File: config.mk
export PLATFORM = sky130hd
export DESIGN_NAME = addsub96_host_if
export DESIGN_NICKNAME = d
export VERILOG_FILES = /design/src/rtl/addsub96_pkg.sv /design/src/rtl/addsub96_host_if.sv
export SDC_FILE = /design/constraint.sdc
export NUM_CORES = 1
export LEC_CHECK = 0
export CORE_ASPECT_RATIO = 1.5
export CORE_MARGIN = 1
export CORE_UTILIZATION = 40
export CTS_CLUSTER_SIZE = 28
export DETAILED_ROUTE_END_ITERATION = 6
export HOLD_SLACK_MARGIN = 0.03
export PLACE_DENSITY = 0.69
export SETUP_SLACK_MARGIN = 0.5
export SYNTH_ARGS = -nofsm -noshare
export SYNTH_HDL_FRONTEND = slang
export SYNTH_SLANG_ARGS = --single-unit
File: constraint.sdc
create_clock -name CLK -period 14.8 [get_ports CLK]
set_clock_uncertainty 0.15 [all_clocks]
set_input_delay 2.22 -clock CLK [delete_from_list [all_inputs] [get_ports CLK]]
set_output_delay 2.22 -clock CLK [all_outputs]
set_load 0.01 [all_outputs]
File: src/rtl/addsub96_pkg.sv
// Shared types and constants for the addsub96 host bridge.
// Defining ADDSUB96_STATUS_EN adds a fourth status word to every result.
package addsub96_pkg;

  typedef enum logic [1:0] {LOAD, WAIT, SEND} state_e;

  localparam int A_WORDS = 3;
  localparam int OPND_W  = 95;
  localparam int SUM_W   = 96;
  localparam int WORD_W  = 32;

`ifdef ADDSUB96_STATUS_EN
  localparam int RES_WORDS = 4;
`else
  localparam int RES_WORDS = 3;
`endif

  // Word k of the outgoing result; word 3 only exists when status is enabled.
  function automatic logic [WORD_W-1:0] res_word(input logic [SUM_W-1:0] res,
                                                 input logic op,
                                                 input logic [1:0] k);
    case (k)
      2'd0:    res_word = res[31:0];
      2'd1:    res_word = res[63:32];
      2'd2:    res_word = res[95:64];
      default: res_word = {30'b0, op, res[95]};
    endcase
  endfunction

endpackage

File: src/rtl/addsub96_host_if.sv
// Word-serial valid/ready bridge in front of the fixed-latency addsub96 core.
// ADDSUB96_STATUS_EN (see addsub96_pkg) appends a status word to each result.
module addsub96_host_if
  import addsub96_pkg::*;
#(
  parameter int LAT = 3
) (
  input  logic                CLK,
  input  logic                RST,
  input  logic                S_VALID,
  output logic                S_READY,
  input  logic [WORD_W-1:0]   S_DATA,
  input  logic                S_OP,
  output logic                M_VALID,
  input  logic                M_READY,
  output logic [WORD_W-1:0]   M_DATA,
  output logic                M_LAST,
  output logic [OPND_W-1:0]   AIN,
  output logic [OPND_W-1:0]   BIN,
  output logic                ADD_SUB,
  input  logic [SUM_W-1:0]    SUM_OUT
);

  state_e              state_q, state_d;
  logic [2:0]          wcnt_q, wcnt_d;
  logic [3:0]          lcnt_q, lcnt_d;
  logic [1:0]          kcnt_q, kcnt_d;
  logic [OPND_W-1:0]   ain_q, ain_d, bin_q, bin_d;
  logic                add_sub_q, add_sub_d;
  logic [SUM_W-1:0]    res_q, res_d;
  logic                s_ready_q, s_ready_d;
  logic                m_valid_q, m_valid_d;
  logic                m_last_q, m_last_d;
  logic [WORD_W-1:0]   m_data_q, m_data_d;

  logic                in_fire, out_fire, bsel;
  logic [2:0]          idx;
  logic [OPND_W-1:0]   opnd;

  assign in_fire  = S_VALID & s_ready_q;
  assign out_fire = m_valid_q & M_READY;

  always_ff @(posedge CLK or posedge RST) begin
    if (RST) state_q <= LOAD;
    else     state_q <= state_d;
  end

  always_comb begin
    state_d = state_q;
    case (state_q)
      LOAD:    if (in_fire && wcnt_q == 3'd5) state_d = WAIT;
      WAIT:    if (lcnt_q == 4'd0) state_d = SEND;
      SEND:    if (out_fire && m_last_q) state_d = LOAD;
      default: state_d = LOAD;
    endcase
  end

  // Words 0..2 fill A and 3..5 fill B; only word 0 carries the op select.
  always_comb begin
    wcnt_d    = wcnt_q;
    lcnt_d    = lcnt_q;
    kcnt_d    = kcnt_q;
    ain_d     = ain_q;
    bin_d     = bin_q;
    add_sub_d = add_sub_q;
    res_d     = res_q;
    m_valid_d = m_valid_q;
    m_last_d  = m_last_q;
    m_data_d  = m_data_q;
    bsel      = (wcnt_q >= 3'(A_WORDS));
    idx       = bsel ? (wcnt_q - 3'(A_WORDS)) : wcnt_q;
    opnd      = bsel ? bin_q : ain_q;
    case (state_q)
      LOAD: begin
        if (in_fire) begin
          case (idx)
            3'd0:    opnd[31:0]  = S_DATA;
            3'd1:    opnd[63:32] = S_DATA;
            default: opnd[94:64] = S_DATA[30:0];
          endcase
          if (bsel) bin_d = opnd;
          else      ain_d = opnd;
          if (wcnt_q == 3'd0) add_sub_d = S_OP;
          if (wcnt_q == 3'd5) begin
            wcnt_d = 3'd0;
            lcnt_d = 4'(LAT - 1);
          end else begin
            wcnt_d = wcnt_q + 3'd1;
          end
        end
      end
      WAIT: begin
        if (lcnt_q == 4'd0) begin
          res_d     = SUM_OUT;
          m_valid_d = 1'b1;
          m_last_d  = 1'b0;
          m_data_d  = res_word(SUM_OUT, add_sub_q, 2'd0);
          kcnt_d    = 2'd0;
        end else begin
          lcnt_d = lcnt_q - 4'd1;
        end
      end
      SEND: begin
        if (out_fire) begin
          if (m_last_q) begin
            m_valid_d = 1'b0;
            m_last_d  = 1'b0;
            m_data_d  = '0;
            kcnt_d    = 2'd0;
          end else begin
            kcnt_d   = kcnt_q + 2'd1;
            m_data_d = res_word(res_q, add_sub_q, kcnt_q + 2'd1);
            m_last_d = ((kcnt_q + 2'd1) == 2'(RES_WORDS - 1));
          end
        end
      end
      default: ;
    endcase
    s_ready_d = (state_d == LOAD);
  end

  always_ff @(posedge CLK or posedge RST) begin
    if (RST) begin
      wcnt_q    <= '0;
      lcnt_q    <= '0;
      kcnt_q    <= '0;
      ain_q     <= '0;
      bin_q     <= '0;
      add_sub_q <= 1'b0;
      res_q     <= '0;
      s_ready_q <= 1'b0;
      m_valid_q <= 1'b0;
      m_last_q  <= 1'b0;
      m_data_q  <= '0;
    end else begin
      wcnt_q    <= wcnt_d;
      lcnt_q    <= lcnt_d;
      kcnt_q    <= kcnt_d;
      ain_q     <= ain_d;
      bin_q     <= bin_d;
      add_sub_q <= add_sub_d;
      res_q     <= res_d;
      s_ready_q <= s_ready_d;
      m_valid_q <= m_valid_d;
      m_last_q  <= m_last_d;
      m_data_q  <= m_data_d;
    end
  end

  assign S_READY = s_ready_q;
  assign M_VALID = m_valid_q;
  assign M_LAST  = m_last_q;
  assign M_DATA  = m_data_q;
  assign AIN     = ain_q;
  assign BIN     = bin_q;
  assign ADD_SUB = add_sub_q;

endmodule

==> impl_results.md, run 1 <==
- Dpl cells: 1593
- Worst path required time: 15.17 ns
- Final Critical Period: about 4.7 ns
- Sw Share: 29.6%
- Mapped Nets: 996
- Initial antenna violation count: 0
- Die area: 0.0345 mm^2
- Die Span Y: 227 um
- FMAX: around 210 MHz
- # setup viols final: 0
- Max-slew violation count: 0
- Worst hold-check path type: reg -> reg
- Reg clk slew, reported paths: 0.06 ns
- DP Worst Slack: 9.35 ns
- Logic pwr share: between 30% and 40%
- Unrepaired setup endpoints after global routing: false
- Clock tree from TritonCTS: done
- Detailed-route via count: about 8700
- Overflow after GRT: 0
- Tcrit/Tclk final: roughly a third
- Post-synth top flop: dfrtp_1
- Final #Nets: 1353
- Crit path cell chain: clkdlybuf4s50_1 > inv_8 > buf_4 > buf_4
- Final worst slack: 10.09 ns
- Clock Tree Root: clkbuf_16
- Fin cells: 1656
- EDFF count, synth: 0
- Synth async-reset ratio: between 90% and 100%
- Initial DRC count: 469
- Clk_lat worst skew: 0.52 ns
- Core Util, Final: 56.0%
- Clock share of power: 21.9%
- Initial Util: roughly 40%
- Sequential area share after synthesis: 61.8%
- Total internal power: about 2.9 mW
- Average size of a mapped cell: 15.8 um^2
- Final GP Congestion: 0.737
- Worst IR Drop VDD: ~0.13 mV
- # hold bufs at CTS: 0
- Via-per-instance ratio: 5.23
- Post-route setup TNS: 0 ns
- PortBufs: 358
- Relative slew slack: 38.1%
- Crit path arrival time: between 5 and 6 ns
- Num CTS Buffers: 35
- Core Box Area: ~0.033 mm^2
- CTS Sinks: approximately 330
- Sequential share of power: 39.5%
- Pleak: 8.09 nW
- Post-route DRC violation count: 63
- Share of cells above drive strength 1: 31.8%
- PwrDens: 218 mW/mm^2
- First-pass DRT Iterations: 7
- Clock Tree Buf Depth: 3
- Synth Register Bits: about 330
- CP max FO: 121
- WS Path Type: in -> async
- First-pass GRT wire length: approximately 53 mm
- Gr usage total: 19.8%
- Setup bufs post-CTS: 0
- H-tree levels: 2
- Max Cap Violations: 0
- Post-CTS sizing: 0
- CP max stage cell: buf_4
- Critical Path Most Common Cell: buf_4
- CP peak stage delay: 0.86 ns
- Hold Violations, Final: 0
- Worst hold slack: approximately 0.34 ns
- Die Wd: 152 um
- Final HPWL DP: roughly 23 mm
- Top Ports: 359
- Status: finished with violations
- Row cnt: between 80 and 90
- CP startpoint kind: input port
- Psw: 1.21 mW
- Cell variety after synth: 44
- Synth-to-Final Area Change: 38.4%
- # diodes: 0
- Vias in the first global route: 9074
- Failing checks: DRC
- Measured slew at the worst slew-check pin: 0.928 ns
- Post-Syn Instances: 853
- CP endpoint kind: async pin
- Ys Warns: 0
- WL final: between 30 and 40 mm
- Pin count of the biggest net entering global routing: 122
- Netlist Area Pre-Place: 0.0135 mm^2
- Avg WL per Cell: 20.3 um
- Post-route antenna net violation count: 0
[power groups by stage]
| stage | sequential (mW) | clock (mW) | combinational [mW] |
|---|---|---|---|
| 2_1_floorplan | 1.71 | 0 | 0.640 |
| 3_3_place_gp | 1.61 | 0 | 1.56 |
| 3_5_place_dp | 1.62 | 0 | 1.59 |
| 4_1_cts | 1.61 | 0.919 | 1.59 |
| 5_1_grt | 1.67 | 0.955 | 1.68 |
| 6_report | 1.61 | 0.893 | 1.57 |
[Yosys cell counts (7+ instances only)]
cell | instances | share of area [%]
ha_1 | 10 | 0.93
clkbuf_1 | 20 | 0.56
mux2_2 | 279 | 23
inv_1 | 10 | 0.28
nand2_1 | 11 | 0.31
mux2_1 | 10 | 0.83
mux2_4 | 30 | 3.3
buf_2 | 27 | 1.0
o21ai_0 | 7 | 0.26
dfrtp_1 | 333 | 62
a222oi_1 | 30 | 2.2
o2bb2ai_1 | 30 | 1.9
[per-stage QoR]
step           power, mW  instance area (um^2)
5_1_grt             4.30                 18700
3_3_place_gp        3.17                 17500
4_1_cts             4.12                 18700
3_5_place_dp        3.21                 17500
2_1_floorplan       2.35                 13500
6_report            4.07                 18700
[critical path: cells and delay by family]
kind	cells	cell delay, ns
buffers and inverters	4	2.73
[area by class of cell]
cell class	instances	area, um^2
Fill cell	2735	14700
Sequential cell	333	8330
Multi-Input combinational cell	457	4890
Timing Repair Buffer	373	3700
Clock buffer	48	1040
Tap cell	420	526
Clock inverter	15	141
Inverter	10	45.0
[cells by family after synthesis]
kind of cell    synth area share, %
simple gates                   2.12
flops                          61.8
mux                            27.6
compound gates                 5.29
fa+ha+maj                     0.928
buf+inv                        2.25
[placed cells by master (no fill, tap or decap), types with 3 or more instances in the layout]
cell type / count
o2bb2ai_1: 30
nor2_1: 4
ha_1: 10
clkbuf_8: 7
a222oi_1: 30
dfrtp_1: 333
buf_4: 15
mux2_1: 10
clkinv_2: 8
clkbuf_1: 4
o21ai_0: 7
nor3_1: 3
nand2b_1: 4
clkbuf_16: 37
clkdlybuf4s50_1: 358
nand2_1: 10
mux2_4: 30
mux2_2: 279
a21o_1: 3
inv_1: 9
[state kept, by name, summed over array words and instances, names as in the netlist]
signal / count
lcnt_q: 4
BIN: 95
res_q: 96
AIN: 95
ADD_SUB: 1
M_DATA: 32
wcnt_q: 3
state_q: 2
kcnt_q: 2
M_LAST: 1
S_READY: 1
M_VALID: 1
[worst paths after layout]
kind,startpoint,endpoint,slack [ns],depth (start not counted)
max,RST,res_q[57],10.09,4
min,BIN[88],BIN[88],0.34,1
max reg2reg,wcnt_q[0],AIN[89],11.93,5
min reg2reg,BIN[88],BIN[88],0.34,1
max in group CLK,S_VALID,AIN[89],10.56,5
min in group asynchronous,RST,BIN[79],2.08,2
[per-layer routing]
layer | wire length [um] | up-vias | track usage [%]
met5 | 0 | - | 0
met4 | 829 | 0 | 6.42
met3 | 2650 | 50 | 5.79
met2 | 17000 | 344 | 34.5
met1 | 13100 | 4401 | 23.6
li1 | - | 3871 | -
No activity file was read; power rests on OpenSTA's default activity.
==> run 2, diff against run 1 <==
PLACE_DENSITY = 0.72   (was 0.69)
clock period = 4.3 ns   (was 14.8 ns; I/O delays follow)
==> run 2 against run 1 <==
The flow still finishes with violations (DRC). Sequential cell count unchanged. Final cell count about the same. Non-clock buffer count up 2. Worst hold slack better by 0.0027 ns. Register-to-register slack worse by 11 ns. Clock power rose to 3.5 times the previous value. Power rose to 3.5 times the previous value. Sequential power rose to 3.4 times the previous value. Clock-buffer cell count up 3.
==> impl_results.md, run 2 (synthesis results as in run 1) <==
- Post-route DRC violation count: 62 (was 63)
- Worst path required time: 4.55 ns (was 15.17 ns)
- WL final: 34.2 mm (was 33.6 mm)
- # hold bufs at CTS: 0 (unchanged)
- Pin count of the biggest net entering global routing: 117 (was 122)
- First-pass GRT wire length: 54.1 mm (was 53.3 mm)
- WS Path Type: reg -> reg (was in -> async)
- Top Family by Delay on Critical Path: simple AND/OR/NAND/NOR gates (was buffers and inverters)
- Status: finished with violations (unchanged)
- CP peak stage delay: 0.81 ns (was 0.86 ns)
- Clock Tree Buf Depth: 3 (unchanged)
- Worst IR Drop VDD: 0.422 mV (was 0.127 mV)
- Top Ports: 359 (unchanged)
- Reg clk slew, reported paths: 0.06 ns (about the same)
- Final GP Congestion: 0.772 (was 0.737)
- # diodes: 0 (unchanged)
- Clk_lat worst skew: 0.52 ns (about the same)
- Tcrit/Tclk final: 73.3%
- Via-per-instance ratio: 5.30 (was 5.23)
- Gr usage total: 20.2% (was 19.8%)
- Relative slew slack: 33.4% (was 38.1%)
- Hold path start: BIN[91] (was BIN[88])
- Setup bufs post-CTS: 0 (unchanged)
- Worst R2R End: AIN[60] (was AIN[89])
- Hold Crit Depth: 1 (unchanged)
- Share of cells above drive strength 1: 31.5% (was 31.8%)
- Max Cap Violations: 0 (unchanged)
- Initial Util: 40.4% (unchanged)
- Hold Violations, Final: 0 (unchanged)
- Final HPWL DP: 23.4 mm (was 22.7 mm)
- Worst hold-check path type: reg -> reg (unchanged)
- CP startpoint kind: register (was input port)
- Clock tree from TritonCTS: done (unchanged)
- DP Worst Slack: 1.08 ns (was 9.35 ns)
- Worst r2r src: wcnt_q[0] (unchanged)
- Max-slew violation count: 0 (unchanged)
- Post-CTS sizing: 0 (unchanged)
- Clock Tree Root: clkbuf_16 (unchanged)
- First-pass DRT Iterations: 7 (unchanged)
- Design Area, Final: 0.0187 mm^2 (about the same)
- Unrepaired setup endpoints after global routing: false (unchanged)
- Worst hold slack: 0.341 ns (was 0.338 ns)
- Num CTS Buffers: 34 (was 35)
- Dpl cell area: 0.0175 mm^2 (about the same)
- Hold Path Sink: BIN[91] (was BIN[88])
- Die area: 0.0345 mm^2 (unchanged)
- Synth-to-Final Area Change: 38.9% (was 38.4%)
- Core Util, Final: 56.2% (was 56.0%)
- Overflow after GRT: 0 (unchanged)
- Critical Path Most Common Cell: ha_1 (was buf_4)
- Commonest non-fill, non-tap cell in the layout: clkdlybuf4s50_1 (unchanged)
- Max reg flops: 96 (unchanged)
- Measured slew at the worst slew-check pin: 0.999 ns (was 0.928 ns)
- Biggest register: res_q (unchanged)
- Failing checks: DRC (unchanged)
- Avg WL per Cell: 20.6 um (was 20.3 um)
- Initial antenna violation count: 0 (unchanged)
- Crit path cell chain: ha_1 > ha_1 > or3_1 > or3_2 > buf_4 > mux2_4 (was clkdlybuf4s50_1 > inv_8 > buf_4 > buf_4)
- Die Span Y: 227 um (unchanged)
- Core Box Area: 0.0333 mm^2 (unchanged)
- Row cnt: 82 (unchanged)
- PortBufs: 358 (unchanged)
- H-tree levels: 2 (unchanged)
- CTS Sinks: 333 (unchanged)
- CP max FO: 23 (was 121)
- FMAX: 317 MHz
- CP max stage cell: or3_2 (was buf_4)
- CP endpoint kind: register (was async pin)
- Die Wd: 152 um (unchanged)
- Crit path arrival time: 3.40 ns (was 5.08 ns)
- # setup viols final: 0 (unchanged)
- Final #Nets: 1354 (was 1353)
- Detailed-route via count: 8765 (was 8666)
- Pleak: 8.10 nW (was 8.09 nW)
- Worst reg-to-reg setup slack: 1.15 ns (was 11.93 ns)
- WP buf/inv: 1 (was 4)
- Final Critical Period: 3.15 ns
- PwrDens: 754 mW/mm^2 (was 218 mW/mm^2)
- Commonest cells after routing, fill and taps aside: clkdlybuf4s50_1 (358), dfrtp_1 (333), mux2_2 (279) (unchanged)
- Initial DRC count: 465 (was 469)
- Post-route antenna net violation count: 0 (unchanged)
- Filler cell count: 2698 (was 2735)
- Vias in the first global route: 9301 (was 9074)
- Final worst slack: 1.15 ns (was 10.09 ns)
- Reg2reg path depth: 6 (was 5)
==> run 2: changes by cell type in the layout (fill, tap and decap cells not counted), sizes merged <==
cell	delta
inv	-1
clkbuf	+3
clkinvlp	+1
clkinv	-9
bufinv	+3
buf	+2
==> run 2: area by class of cell <==
type	instances	area [um^2]	share of cell area, %
multi-input combinational	457	4890	26.1
clock inverter	9	179	0.955
inverter	10	41.3	0.220
tap	420	526	2.80
clock buffer	51	1020	5.42
timing repair buffer	375	3750	20.0
sequential	333	8330	44.5
==> run 2: through the flow <==
step                      power [mW]  TNS, ns  instances
after floorplan                 8.10  -314.23        853
after global placement          10.9        0       1595
after detailed placement        11.1        0       1595
after CTS                       14.3        0       1655
after global routing            14.9        0       1655
final                           14.1        0       1655
==> run 2: layer usage <==
metal / vias up / track usage, % / wire [um]
li1: 3866 / - / -
met1: 4515 / 23.4 / 13100
met2: 325 / 35.7 / 17500
met3: 59 / 5.47 / 2510
met4: 0 / 7.47 / 1040
met5: - / 0 / 0
==> run 2: worst register-to-register path, stage by stage, from the launching register on <==
cell     delay (ns)
dfrtp_1        0.55
ha_1           0.29
ha_1           0.20
or3_1          0.38
or3_2          0.81
buf_4          0.36
mux2_4         0.31
==> run 2: how the worst max path moves through the flow <==
stage	startpoint	endpoint	slack (ns)	depth (start not counted)
after global placement	S_VALID	AIN[60]	1.12	5
after global routing	wcnt_q[0]	AIN[60]	1.01	6
final	wcnt_q[0]	AIN[60]	1.15	6
after floorplan	RST	ADD_SUB	-0.94	1
after detailed placement	S_VALID	AIN[60]	1.08	5
after CTS	wcnt_q[0]	AIN[51]	1.11	6
==> run 2: where the power goes <==
part / total, mW / switching (mW) / internal, mW
clock network: 3.15 / 1.21 / 1.94
registers: 5.55 / 0.873 / 4.68
logic: 5.43 / 2.04 / 3.39
==> run 3, diff against run 2 <==
clock period = 2.7 ns   (was 4.3 ns; I/O delays follow)
==> run 3 against run 2 <==
The run still ends with DRC left. Via count grew 2.4%. Register-to-register slack lost 0.73 ns. Cell area grew 5.4%. Power grew 62%. Worst setup slack lost 0.73 ns. Critical path depth is the same. Clock-buffer cell count shrank 3. Maximum frequency grew 38%. First-iteration DRC count shrank 1.9%. Largest cell class unchanged.
==> impl_results.md, run 3 (synthesis results as in run 1) <==
- FMAX: 437 MHz (was 317 MHz)
- Design Area, Final: 0.0198 mm^2 (was 0.0187 mm^2)
- Detailed-route via count: 8977 (was 8765)
- Worst hold slack: 0.299 ns (was 0.341 ns)
- CP endpoint kind: register (unchanged)
- Design Power: 22.9 mW (was 14.1 mW)
- Post-route setup TNS: 0 ns (unchanged)
- Dpl cell area: 0.0178 mm^2 (was 0.0175 mm^2)
- Gr usage total: 20.8% (was 20.2%)
- Critical Path Most Common Cell: or3_4 (was ha_1)
- Initial antenna violation count: 1 (was 0)
- Top Ports: 359 (unchanged)
- Max-slew violation count: 0 (unchanged)
- Hold Violations, Final: 0 (unchanged)
- Initial DRC count: 456 (was 465)
- CTS Sinks: 333 (unchanged)
- Hold path start: SUM_OUT[53] (was BIN[91])
- Clock Tree Root: clkbuf_16 (unchanged)
- CP max FO: 16 (was 23)
- Biggest register: res_q (unchanged)
- Worst IR Drop VDD: 0.732 mV (was 0.422 mV)
- Pin count of the biggest net entering global routing: 99 (was 117)
- Num CTS Buffers: 31 (was 34)
- Die area: 0.0345 mm^2 (unchanged)
- First-pass GRT wire length: 55.6 mm (was 54.1 mm)
- Reg clk slew, reported paths: 0.06 ns (about the same)
- H-tree levels: 1 (was 2)
- Core Box Area: 0.0333 mm^2 (unchanged)
- Status: finished with violations (unchanged)
- Post-route DRC violation count: 64 (was 62)
- First-pass DRT Iterations: 7 (unchanged)
- Die Span Y: 227 um (unchanged)
- Vias in the first global route: 9416 (was 9301)
- Filler cell count: 2587 (was 2698)
- # setup viols final: 0 (unchanged)
- Max reg flops: 96 (unchanged)
- Commonest non-fill, non-tap cell in the layout: clkdlybuf4s50_1 (unchanged)
- CP Launch Point: wcnt_q[1] (was wcnt_q[0])
- Share of cells above drive strength 1: 34.5% (was 31.5%)
- Measured slew at the worst slew-check pin: 0.653 ns (was 0.999 ns)
- CP max stage cell: dfrtp_2 (was or3_2)
- PwrDens: 1160 mW/mm^2 (was 754 mW/mm^2)
- CP startpoint kind: register (unchanged)
- Crit path arrival time: 2.59 ns (was 3.40 ns)
- Final GP Congestion: 0.752 (was 0.772)
- Worst hold-check path type: in -> reg (was reg -> reg)
- Clk_lat worst skew: 0.56 ns (was 0.52 ns)
- Final HPWL DP: 23.4 mm (about the same)
- WS Path Type: reg -> reg (unchanged)
- Commonest cells after routing, fill and taps aside: clkdlybuf4s50_1 (356), dfrtp_1 (331), mux2_2 (192) (was clkdlybuf4s50_1 (358), dfrtp_1 (333), mux2_2 (279))
- Final #Nets: 1386 (was 1354)
- Tcrit/Tclk final: 84.7% (was 73.3%)
- Top Family by Delay on Critical Path: simple AND/OR/NAND/NOR gates (unchanged)
- PortBufs: 358 (unchanged)
- CP peak stage delay: 0.41 ns (was 0.81 ns)
- Crit path cell chain: ha_2 > ha_4 > or3_4 > or3_4 > buf_12 > mux2_4 (was ha_1 > ha_1 > or3_1 > or3_2 > buf_4 > mux2_4)
- Clock tree from TritonCTS: done (unchanged)
- Relative slew slack: 56.5% (was 33.4%)
- Final Critical Period: 2.29 ns (was 3.15 ns)
- Worst path required time: 3.00 ns (was 4.55 ns)
- Post-route antenna net violation count: 0 (unchanged)
- Clock Tree Buf Depth: 3 (unchanged)
- Worst r2r src: wcnt_q[1] (was wcnt_q[0])
- Pleak: 8.67 nW (was 8.10 nW)
- Max Cap Violations: 0 (unchanged)
- Die Wd: 152 um (unchanged)
- WP buf/inv: 1 (unchanged)
- Overflow after GRT: 0 (unchanged)
- Synth-to-Final Area Change: 46.4% (was 38.9%)
- Via-per-instance ratio: 5.32 (was 5.30)
- Avg WL per Cell: 22.4 um (was 20.6 um)
- Unrepaired setup endpoints after global routing: true (was false)
- WL final: 37.9 mm (was 34.2 mm)
- Initial Util: 40.4% (unchanged)
- Failing checks: DRC (unchanged)
- Row cnt: 82 (unchanged)
-- run 3: routing by layer --
metal | vias up | GRT usage, % | routed length [um] | part of all wire (%)
met5 | - | 0 | 0 | 0
met4 | 0 | 6.71 | 969 | 2.6
met3 | 57 | 5.05 | 2630 | 7.0
met2 | 327 | 38.6 | 19800 | 52
met1 | 4661 | 23.5 | 14500 | 38
li1 | 3932 | - | - | -
-- run 3: final cells by class --
type                            count  area [um^2]  share of cell area, %
Sequential cell                   333         8340                   42.2
Multi-Input combinational cell    457         5300                   26.8
Timing Repair Buffer              410         4520                   22.9
Clock buffer                       48          950                   4.81
Tap cell                          420          526                   2.66
Clock inverter                      8         72.6                  0.367
Inverter                           10         43.8                  0.222
Antenna cell                        1         2.50                 0.0127
-- run 3: stage by stage --
stage / setup slack [ns] / cells / util [%]
after CTS: 0.387 / 1676 / 57.4
after detailed placement: 0.206 / 1605 / 53.5
after global routing: 0.365 / 1687 / 59.2
final: 0.412 / 1687 / 59.2
after floorplan: -2.30 / 853 / -
after global placement: 0.228 / 1605 / 53.5
-- run 3: report_power, final --
| group | switching (mW) | internal [mW] |
|---|---|---|
| registers | 1.41 | 7.45 |
| clock network | 1.86 | 2.50 |
| logic | 3.55 | 6.13 |
-- run 3: repair_timing --
action	CTS	global route
buffers inserted	8	3
hold buffers	1	0
pin swaps	0	3
endpoints found under the setup margin	190	187
gates resized for setup	16	107
gates cloned	6	7
endpoints found under the hold margin	1	0
-- run 3: path summary, 6_finish.rpt --
check	depth (start not counted)	slack [ns]	endpoint
min in group asynchronous	3	0.60	BIN[6]
hold / removal	2	0.30	res_q[53]
setup / recovery	6	0.41	AIN[57]
max in group asynchronous	4	0.96	AIN[23]
hold reg to reg	1	0.34	AIN[86]
setup reg to reg	6	0.41	AIN[57]
